--- src/rtl/uart_pkg.sv ---
// uart_pkg
// Shared definitions for the UART transmit and receive sides:
//   - FSM state encoding for the serializer / deserializer
//   - default clock cycles per bit (50 MHz system clock, 115200 baud)
//   - frame data width
package uart_pkg;

    typedef enum logic [1:0] {
        IDLE  = 2'd0,
        START = 2'd1,
        DATA  = 2'd2,
        STOP  = 2'd3
    } uart_state_e;

    localparam int DEFAULT_CLKS_PER_BIT = 434;
    localparam int FRAME_BITS           = 8;

endpackage

--- src/rtl/uart_tx_fifo_byte_fifo.sv ---
// byte_fifo
// Synchronous byte FIFO of 2^DEPTH_LOG2 entries. Writes into a full FIFO and
// reads from an empty FIFO are ignored. The head entry is presented
// combinationally on rd_data whenever the FIFO is not empty.
//
// Ports:
//   clk      in   system clock, rising edge
//   rst      in   synchronous active-high reset (pointers and count to 0)
//   wr_en    in   write strobe
//   wr_data  in   byte to store
//   rd_en    in   pop strobe
//   rd_data  out  head of FIFO
//   count    out  number of bytes held (0 .. 2^DEPTH_LOG2)
//   full     out  count == 2^DEPTH_LOG2
//   empty    out  count == 0
module byte_fifo
    import uart_pkg::*;
#(
    parameter int DEPTH_LOG2 = 4
) (
    input  logic                  clk,
    input  logic                  rst,
    input  logic                  wr_en,
    input  logic [FRAME_BITS-1:0] wr_data,
    input  logic                  rd_en,
    output logic [FRAME_BITS-1:0] rd_data,
    output logic [DEPTH_LOG2:0]   count,
    output logic                  full,
    output logic                  empty
);

    localparam int DEPTH = 2 ** DEPTH_LOG2;

    logic [FRAME_BITS-1:0] mem [DEPTH];
    logic [DEPTH_LOG2-1:0] wr_ptr;
    logic [DEPTH_LOG2-1:0] rd_ptr;
    logic                  wr_ok;
    logic                  rd_ok;

    // Fullness comes from the registered count, so a pop in the same cycle
    // never frees a slot for a concurrent write.
    assign full    = (count == (DEPTH_LOG2 + 1)'(DEPTH));
    assign empty   = (count == '0);
    assign wr_ok   = wr_en & ~full;
    assign rd_ok   = rd_en & ~empty;
    assign rd_data = mem[rd_ptr];

    always_ff @(posedge clk) begin
        if (wr_ok) begin
            mem[wr_ptr] <= wr_data;
        end
    end

    always_ff @(posedge clk) begin
        if (rst) begin
            wr_ptr <= '0;
            rd_ptr <= '0;
            count  <= '0;
        end else begin
            if (wr_ok) begin
                wr_ptr <= wr_ptr + 1'b1;
            end
            if (rd_ok) begin
                rd_ptr <= rd_ptr + 1'b1;
            end
            case ({wr_ok, rd_ok})
                2'b10:   count <= count + 1'b1;
                2'b01:   count <= count - 1'b1;
                default: count <= count;
            endcase
        end
    end

endmodule

--- src/rtl/uart_tx_fifo.sv ---
// uart_tx_fifo
// UART transmitter with input FIFO. Bytes written by the core are queued and
// sent as 8N1 frames, LSB first, at CLKS_PER_BIT clocks per bit. The core
// cannot be stalled, so writes into a full FIFO are dropped and recorded in
// the sticky overflow flag (cleared only by reset).
//
// Ports:
//   clk       in   system clock, rising edge
//   rst       in   synchronous active-high reset; aborts any frame in flight
//   wr_data   in   byte from core
//   wrreq     in   write strobe, one byte per high cycle
//   tx        out  serial line, idle high, registered
//   busy      out  frame in progress or FIFO non-empty
//   count     out  bytes held in FIFO
//   overflow  out  sticky dropped-write flag
//
// state | meaning
// ------+---------------------------------------------------------------
// IDLE  | line high; pops head into shift register when FIFO non-empty
// START | start bit (low) for CLKS_PER_BIT cycles
// DATA  | 8 data bits, shift[0] on the line, shift right after each bit
// STOP  | stop bit (high) for CLKS_PER_BIT cycles, then back to IDLE
//
// tx is registered from the current state, so the line lags the state by
// one clock. A byte written at edge E0 is popped at E1 and the start bit
// appears on the line after E2.
module uart_tx_fifo
    import uart_pkg::*;
#(
    parameter int CLKS_PER_BIT = DEFAULT_CLKS_PER_BIT,
    parameter int DEPTH_LOG2   = 4
) (
    input  logic                  clk,
    input  logic                  rst,
    input  logic [FRAME_BITS-1:0] wr_data,
    input  logic                  wrreq,
    output logic                  tx,
    output logic                  busy,
    output logic [DEPTH_LOG2:0]   count,
    output logic                  overflow
);

    localparam int                BAUD_W    = $clog2(CLKS_PER_BIT);
    localparam logic [BAUD_W-1:0] BAUD_LAST = BAUD_W'(CLKS_PER_BIT - 1);
    localparam int                IDX_W     = $clog2(FRAME_BITS);
    localparam logic [IDX_W-1:0]  IDX_LAST  = IDX_W'(FRAME_BITS - 1);

    uart_state_e           state;
    logic [BAUD_W-1:0]     baud_cnt;
    logic [IDX_W-1:0]      bit_idx;
    logic [FRAME_BITS-1:0] shift_reg;
    logic                  tx_q;

    logic                  fifo_pop;
    logic [FRAME_BITS-1:0] fifo_head;
    logic                  fifo_full;
    logic                  fifo_empty;

    assign fifo_pop = (state == IDLE) & ~fifo_empty;

    byte_fifo #(
        .DEPTH_LOG2(DEPTH_LOG2)
    ) u_fifo (
        .clk    (clk),
        .rst    (rst),
        .wr_en  (wrreq),
        .wr_data(wr_data),
        .rd_en  (fifo_pop),
        .rd_data(fifo_head),
        .count  (count),
        .full   (fifo_full),
        .empty  (fifo_empty)
    );

    always_ff @(posedge clk) begin
        if (rst) begin
            state     <= IDLE;
            baud_cnt  <= '0;
            bit_idx   <= '0;
            shift_reg <= '0;
            tx_q      <= 1'b1;
            overflow  <= 1'b0;
        end else begin
            if (wrreq && fifo_full) begin
                overflow <= 1'b1;
            end

            case (state)
                IDLE: begin
                    tx_q <= 1'b1;
                    if (!fifo_empty) begin
                        shift_reg <= fifo_head;
                        baud_cnt  <= '0;
                        state     <= START;
                    end
                end

                START: begin
                    tx_q <= 1'b0;
                    if (baud_cnt == BAUD_LAST) begin
                        baud_cnt <= '0;
                        bit_idx  <= '0;
                        state    <= DATA;
                    end else begin
                        baud_cnt <= baud_cnt + 1'b1;
                    end
                end

                DATA: begin
                    tx_q <= shift_reg[0];
                    if (baud_cnt == BAUD_LAST) begin
                        baud_cnt  <= '0;
                        shift_reg <= shift_reg >> 1;
                        if (bit_idx == IDX_LAST) begin
                            state <= STOP;
                        end else begin
                            bit_idx <= bit_idx + 1'b1;
                        end
                    end else begin
                        baud_cnt <= baud_cnt + 1'b1;
                    end
                end

                STOP: begin
                    tx_q <= 1'b1;
                    if (baud_cnt == BAUD_LAST) begin
                        baud_cnt <= '0;
                        state    <= IDLE;
                    end else begin
                        baud_cnt <= baud_cnt + 1'b1;
                    end
                end

                default: begin
                    tx_q  <= 1'b1;
                    state <= IDLE;
                end
            endcase
        end
    end

    assign tx   = tx_q;
    assign busy = (state != IDLE) | (count != '0);

endmodule

--- config.mk ---
export PLATFORM = sky130hd
export DESIGN_NAME = uart_tx_fifo
export DESIGN_NICKNAME = d
export VERILOG_FILES = /design/src/rtl/uart_pkg.sv /design/src/rtl/uart_tx_fifo_byte_fifo.sv /design/src/rtl/uart_tx_fifo.sv
export SDC_FILE = /design/constraint.sdc
export NUM_CORES = 1
export LEC_CHECK = 0
export CAP_MARGIN = 10
export CORE_ASPECT_RATIO = 0.9
export CORE_MARGIN = 1.5
export CORE_UTILIZATION = 55
export CTS_BUF_LIST = sky130_fd_sc_hd__clkbuf_2 sky130_fd_sc_hd__clkbuf_4 sky130_fd_sc_hd__clkbuf_8
export CTS_CLUSTER_SIZE = 8
export DETAILED_ROUTE_END_ITERATION = 10
export PLACE_DENSITY = 0.83
export SLEW_MARGIN = 20
export SYNTH_ARGS = -nofsm -noshare
export SYNTH_HDL_FRONTEND = slang
export SYNTH_SLANG_ARGS = --single-unit
--- constraint.sdc ---
create_clock -name clk -period 3.1 [get_ports clk]
set_input_delay 0.31 -clock clk [delete_from_list [all_inputs] [get_ports clk]]
set_output_delay 0.31 -clock clk [all_outputs]
set_load 0.005 [all_outputs]
==> results of run 1 <==
## layer usage
metal	wire, um	vias up
met1	6220	2237
met5	0	-
met3	1080	20
met4	145	0
met2	7670	213
li1	-	1988
## where the power goes
group | internal, mW | total [mW] | leakage (nW) | switching (mW)
Sequential | 2.61 | 2.80 | 1.49 | 0.190
Clock | 0.670 | 1.54 | 0.204 | 0.871
Combinational | 0.916 | 2.08 | 0.906 | 1.16
Total | 4.20 | 6.42 | 2.60 | 2.22
## path summary, 6_finish.rpt
path,startpoint,endpoint,depth (start not counted)
hold reg to reg,bit_idx[2],bit_idx[2],2
setup / recovery,u_fifo.count[2],u_fifo.count[4],10
setup reg to reg,u_fifo.count[2],u_fifo.count[4],10
hold / removal,bit_idx[2],bit_idx[2],2
## through the flow
step / utilization / power [mW] / instance area (sq um) / std cells
finish: 0.632 / 6.42 / 8080 / 695
global route: 0.632 / 6.70 / 8080 / 695
CTS: 0.632 / 6.41 / 8080 / 695
detailed placement: 0.601 / 4.88 / 7680 / 663
global placement: 0.601 / 4.77 / 7680 / 663
floorplan: - / 4.29 / 7280 / 491
## logic make-up after synthesis
logic type,after synthesis,synth area share
flops,169,0.641
mux,43,0.104
compound gates,100,0.108
xor+xnor,12,0.0144
buf+inv,44,0.0278
simple gates,106,0.0760
fa+ha+maj,17,0.0292
## area by class of cell
cell class / instances / area (sq um) / area share
Tap cell: 164 / 205 / 0.0254
Sequential cell: 169 / 4670 / 0.578
Inverter: 13 / 48.8 / 0.00604
Multi-Input combinational cell: 278 / 2410 / 0.299
Clock buffer: 17 / 234 / 0.0290
Clock inverter: 15 / 163 / 0.0201
Timing Repair Buffer: 39 / 350 / 0.0434
## layout by cell type (no fill, tap or decap), drive strengths merged, types with 17 or more instances in the layout
| cell type | synthesis | final |
|---|---|---|
| dfxtp | 41 | 41 |
| inv | 13 | 20 |
| clkbuf | 16 | 17 |
| buf | 15 | 21 |
| mux4 | 26 | 26 |
| a21oi | 17 | 17 |
| mux2i | 17 | 17 |
| ha | 17 | 17 |
| nor2 | 37 | 37 |
| clkdlybuf4s50 | 0 | 18 |
| edfxtp | 128 | 128 |
| nand2 | 19 | 19 |
## critical path, stage by stage, from the launching register on
cell and delay, ps:
dfxtp_1 420, or4_4 580, o21ai_1 190, inv_1 80, ha_1 320, xor2_1 190
ha_1 240, o21a_1 190, o221a_2 270, o22a_1 190, o31a_1 230
## Yosys cell counts, drive strengths merged, types with 9 or more instances
cell	count	area, sq um
a21oi	17	85.1
a221oi	14	166
a31oi	11	68.8
buf	15	93.8
clkbuf	16	60.1
dfxtp	41	821
edfxtp	128	3840
ha	17	213
inv	13	48.8
mux2i	17	170
mux4	26	586
nand2	19	71.3
nand3	9	45.0
nor2	37	139
nor2b	11	68.8
o21ai	10	50.1
==> results.yml, run 1 <==
drt:
  ant_nets: 0
  wl_per_cell_um: 21.8
  vias: 4458
  drc_errors: 0
  first_iter_violations: 483
  via_per_inst: 6.41
  routed_wl_mm: 15.1
  drt-pass1-iter-count: 5
final_layout:
  fillerInstances: 890
  antenna_cells: 0
  syn2layout_area_growth_pct: 11.0
  largest_reg_flops: 128
  drive_gt1_frac: 0.183
  nets: 546
cts:
  cts.sinks: 169
  cts_setup_buffers: 0
  htree_levels: 4
  cts_tree: "built"
  clockBufferDepth: 2
  path_clk_slew_ps: 90
  ctsResizeCount: 0
  root_buffer: "clkbuf_8"
  insertion_delay_ps: 460
  cts-hold-fix-buffers: 0
  cts_buffers: 17
global_routing:
  grt_pass1_vias: 4483
  grt_overflow: 0
  grtUsageTotal: 0.225
  gr-usage-met1: 0.305
  grt_busiest_layer: "met2"
  grt_use_met3: 0.0472
  grt_max_degree: 27
  grt_pass1_wl_mm: 23.8
  antenna_found_initial: 0
  use_met2: 0.370
logic_synthesis:
  synthArstFlopShare: 0
  ys_seq_elements: 169
  syn_nets: 519
  yosysUniqueCellTypes: 61
  syn_avg_cell_area_sq_um: 14.8
  synth_ff_type: "edfxtp_1"
  yosysWarnings: 0
  synthesis.area_sq_mm: 0.00728
  synth_edf_count: 128
  synth_seq_area_share: 0.641
  syn_inst: 491
sta:
  setup_ws_ps: 108
  tns_ps: 0
  finalCritPeriodShare: 0.965
  final_hold_viol_count: 0
  relSlewSlack: 0.393
  fin_skew_ps: 10.8
  report.final.slew_viol_count: 0
  fmax_mhz: 334
  setup-violations-final: 0
  hold_ws_ps: 479
  tightestPinTransition_ps: 907
  rsz0062_at_grt: "false"
  min_period_ps: 2990
worst_setup_path:
  critPathArrivalTime_ps: 3350
  cp-end-kind: "register"
  reg2reg_slack_ps: 110
  critPathLaunchType: "register"
  worstPathMaxFanout: 10
  worst-setup-path-type: "reg -> reg"
  required_ps: 3450
floorplan:
  die_w_um: 124
  ios: 19
  std_cell_rows: 39
  design.core.area_sq_mm: 0.0128
  die-area_sq_mm: 0.0139
  die_h_um: 112
  start_util: 0.569
placed_design:
  dp_hpwl_mm: 9.72
  pre_cts_ws_ps: 157
  io_buffers: 18
  gp_congestion: 0.826
power_and_ir_drop:
  leakage_nw: 2.60
  max-vdd-ir-drop_v: 0.000528
  power_density_mw_per_mm2: 794
run:
  cap_violations: 0
hold_path:
  hold_path.class: "reg -> reg"
status:
  status: "finished, final reports clean"
(Power assumes the default switching activity.)
==> run 2: changes to the inputs <==
--- a/config.mk
+++ b/config.mk
@@ -7,12 +7,12 @@
 export LEC_CHECK = 0
 export CAP_MARGIN = 10
 export CORE_ASPECT_RATIO = 0.9
-export CORE_MARGIN = 1.5
 export CORE_UTILIZATION = 55
 export CTS_BUF_LIST = sky130_fd_sc_hd__clkbuf_2 sky130_fd_sc_hd__clkbuf_4 sky130_fd_sc_hd__clkbuf_8
 export CTS_CLUSTER_SIZE = 8
 export DETAILED_ROUTE_END_ITERATION = 10
 export PLACE_DENSITY = 0.83
+export SKIP_LAST_GASP = 1
 export SLEW_MARGIN = 20
 export SYNTH_ARGS = -nofsm -noshare
 export SYNTH_HDL_FRONTEND = slang
==> run 2 against run 1 <==
  * Clock skew hardly changed
  * Clock power is 8% lower
  * Die area is 1.7% lower
  * Sequential share of layout area is 0.43 points higher
  * Fmax is 1.8% higher
  * Core utilization is 0.47 points lower
  * First-iteration DRC count is 20% lower
  * Combinational power is 4% lower
  * Cell count is 0.43% lower
  * Cell area is 0.74% lower
==> results.yml, run 2 (same netlist as run 1, synthesis figures left out) <==
placed_design:
  pre_cts_ws_ps: 189
  io_buffers: 18
  gp_congestion: 0.830
  dp_hpwl_mm: 9.49
  post_dp_cell_area_sq_mm: 0.00766
floorplan:
  ios: 19
  die_w_um: 123
  die-area_sq_mm: 0.0137
  die_h_um: 111
  start_util: 0.569
  design.core.area_sq_mm: 0.0128
  std_cell_rows: 39
sta:
  min_period_ps: 2940
  tns_ps: 0
  finalCritPeriodShare: 0.948
  tightestPinTransition_ps: 978
  report.final.slew_viol_count: 0
  hold_ws_ps: 465
  final_hold_viol_count: 0
  rsz0062_at_grt: "false"
  fmax_mhz: 340
  relSlewSlack: 0.346
  setup-violations-final: 0
  fin_skew_ps: 11.0
  setup_ws_ps: 162
cts:
  cts_setup_buffers: 0
  clockBufferDepth: 2
  cts-hold-fix-buffers: 0
  cts_buffers: 17
  insertion_delay_ps: 460
  cts_tree: "built"
  root_buffer: "clkbuf_8"
  path_clk_slew_ps: 90
  htree_levels: 4
  cts.sinks: 169
  ctsResizeCount: 0
hold_path:
  min_to: "bit_idx[1]"
  whs_path_depth: 2
  hold_path.class: "reg -> reg"
  worstHoldStart: "bit_idx[1]"
worst_setup_path:
  crit_top_cell: "ha_1"
  cp-end-kind: "register"
  cpMaxStageDelayCell: "or4_4"
  reg2reg_to: "u_fifo.count[4]"
  worstPathMaxFanout: 9
  critPathLaunchType: "register"
  critPathTopFamily: "compound AO/OA/AOI/OAI gates"
  critPathArrivalTime_ps: 3300
  path_buf_inv: 1
  max_stage_delay_ps: 620
  worst-setup-path-type: "reg -> reg"
  required_ps: 3460
  reg2reg_from: "u_fifo.count[0]"
  r2r_cells: 10
  path_cells: "or4_4 -> o21ai_1 -> inv_1 -> ha_1 -> xor2_1 -> ha_1 -> o21a_1 -> o221a_2 -> o22a_1 -> o31a_1"
  reg2reg_slack_ps: 160
global_routing:
  grt_overflow: 0
  grt_pass1_vias: 4266
  antenna_found_initial: 0
  grt_max_degree: 31
  grt_pass1_wl_mm: 23.1
  grtUsageTotal: 0.228
final_layout:
  final_area_sq_mm: 0.00802
  final_cell_mix: "edfxtp_1 (128), dfxtp_1 (40), nor2_1 (37)"
  syn2layout_area_growth_pct: 10.2
  fin_util: 0.627
  fillerInstances: 888
  drive_gt1_frac: 0.178
  antenna_cells: 0
  final_common_cell: "edfxtp_1"
  nets: 543
  largest_reg_flops: 128
drt:
  routed_wl_mm: 14.4
  via_per_inst: 6.31
  first_iter_violations: 385
  wl_per_cell_um: 20.8
  vias: 4365
  drt-pass1-iter-count: 7
  drc_errors: 0
  ant_nets: 0
power_and_ir_drop:
  power_density_mw_per_mm2: 775
  max-vdd-ir-drop_v: 0.000472
  leakage_nw: 2.56
status:
  status: "finished, final reports clean"
run:
  cap_violations: 0
## run 2: changes by cell type in the layout (fill, tap and decap cells not counted)
cell,before,now
clkinv_1,1,2
bufinv_16,1,0
clkbuf_4,0,1
clkinvlp_4,0,1
buf_4,20,17
clkinv_8,2,0
nor4_2,1,2
nor4_1,1,0
## run 2: report_power, final
part	internal [mW]	total [mW]	switching [mW]
Sequential	2.61	2.80	0.190
Clock	0.581	1.41	0.830
Combinational	0.902	2.00	1.10
## run 2: per-layer routing
metal / wire (um) / vias up / track usage
met5: 0 / - / 0
met4: 260 / 0 / 0.0795
met3: 876 / 27 / 0.0509
met2: 6950 / 159 / 0.342
met1: 6280 / 2199 / 0.330
li1: - / 1980 / -
## run 2: worst min-delay path, stage by stage (launching register included)
cell	delay, ps
dfxtp_1	320
nand2_1	50
a21oi_1	50
## run 2: how the worst max path moves through the flow
| stage | start | to | cells after the start |
|---|---|---|---|
| after floorplan | u_fifo.count[1] | u_fifo.count[4] | 13 |
| after global placement | u_fifo.count[0] | u_fifo.count[4] | 10 |
| after detailed placement | u_fifo.count[0] | u_fifo.count[4] | 10 |
| after CTS | u_fifo.count[0] | u_fifo.count[4] | 10 |
| after global routing | u_fifo.count[0] | u_fifo.count[4] | 10 |
| final | u_fifo.count[0] | u_fifo.count[4] | 10 |
## run 2: through the flow
stage                     cells  power (mW)
after floorplan             491        4.29
after global placement      660        4.76
after detailed placement    660        4.84
after CTS                   692        6.22
after global routing        692        6.51
final                       692        6.22
## run 2: area by class of cell
cell class | count | area, sq um | area share
multi-input combinational | 278 | 2420 | 0.302
sequential | 169 | 4670 | 0.582
timing repair buffer | 36 | 328 | 0.0409
inverter | 13 | 48.8 | 0.00609
clock buffer | 18 | 241 | 0.0301
tap | 164 | 205 | 0.0256
clock inverter | 14 | 111 | 0.0139
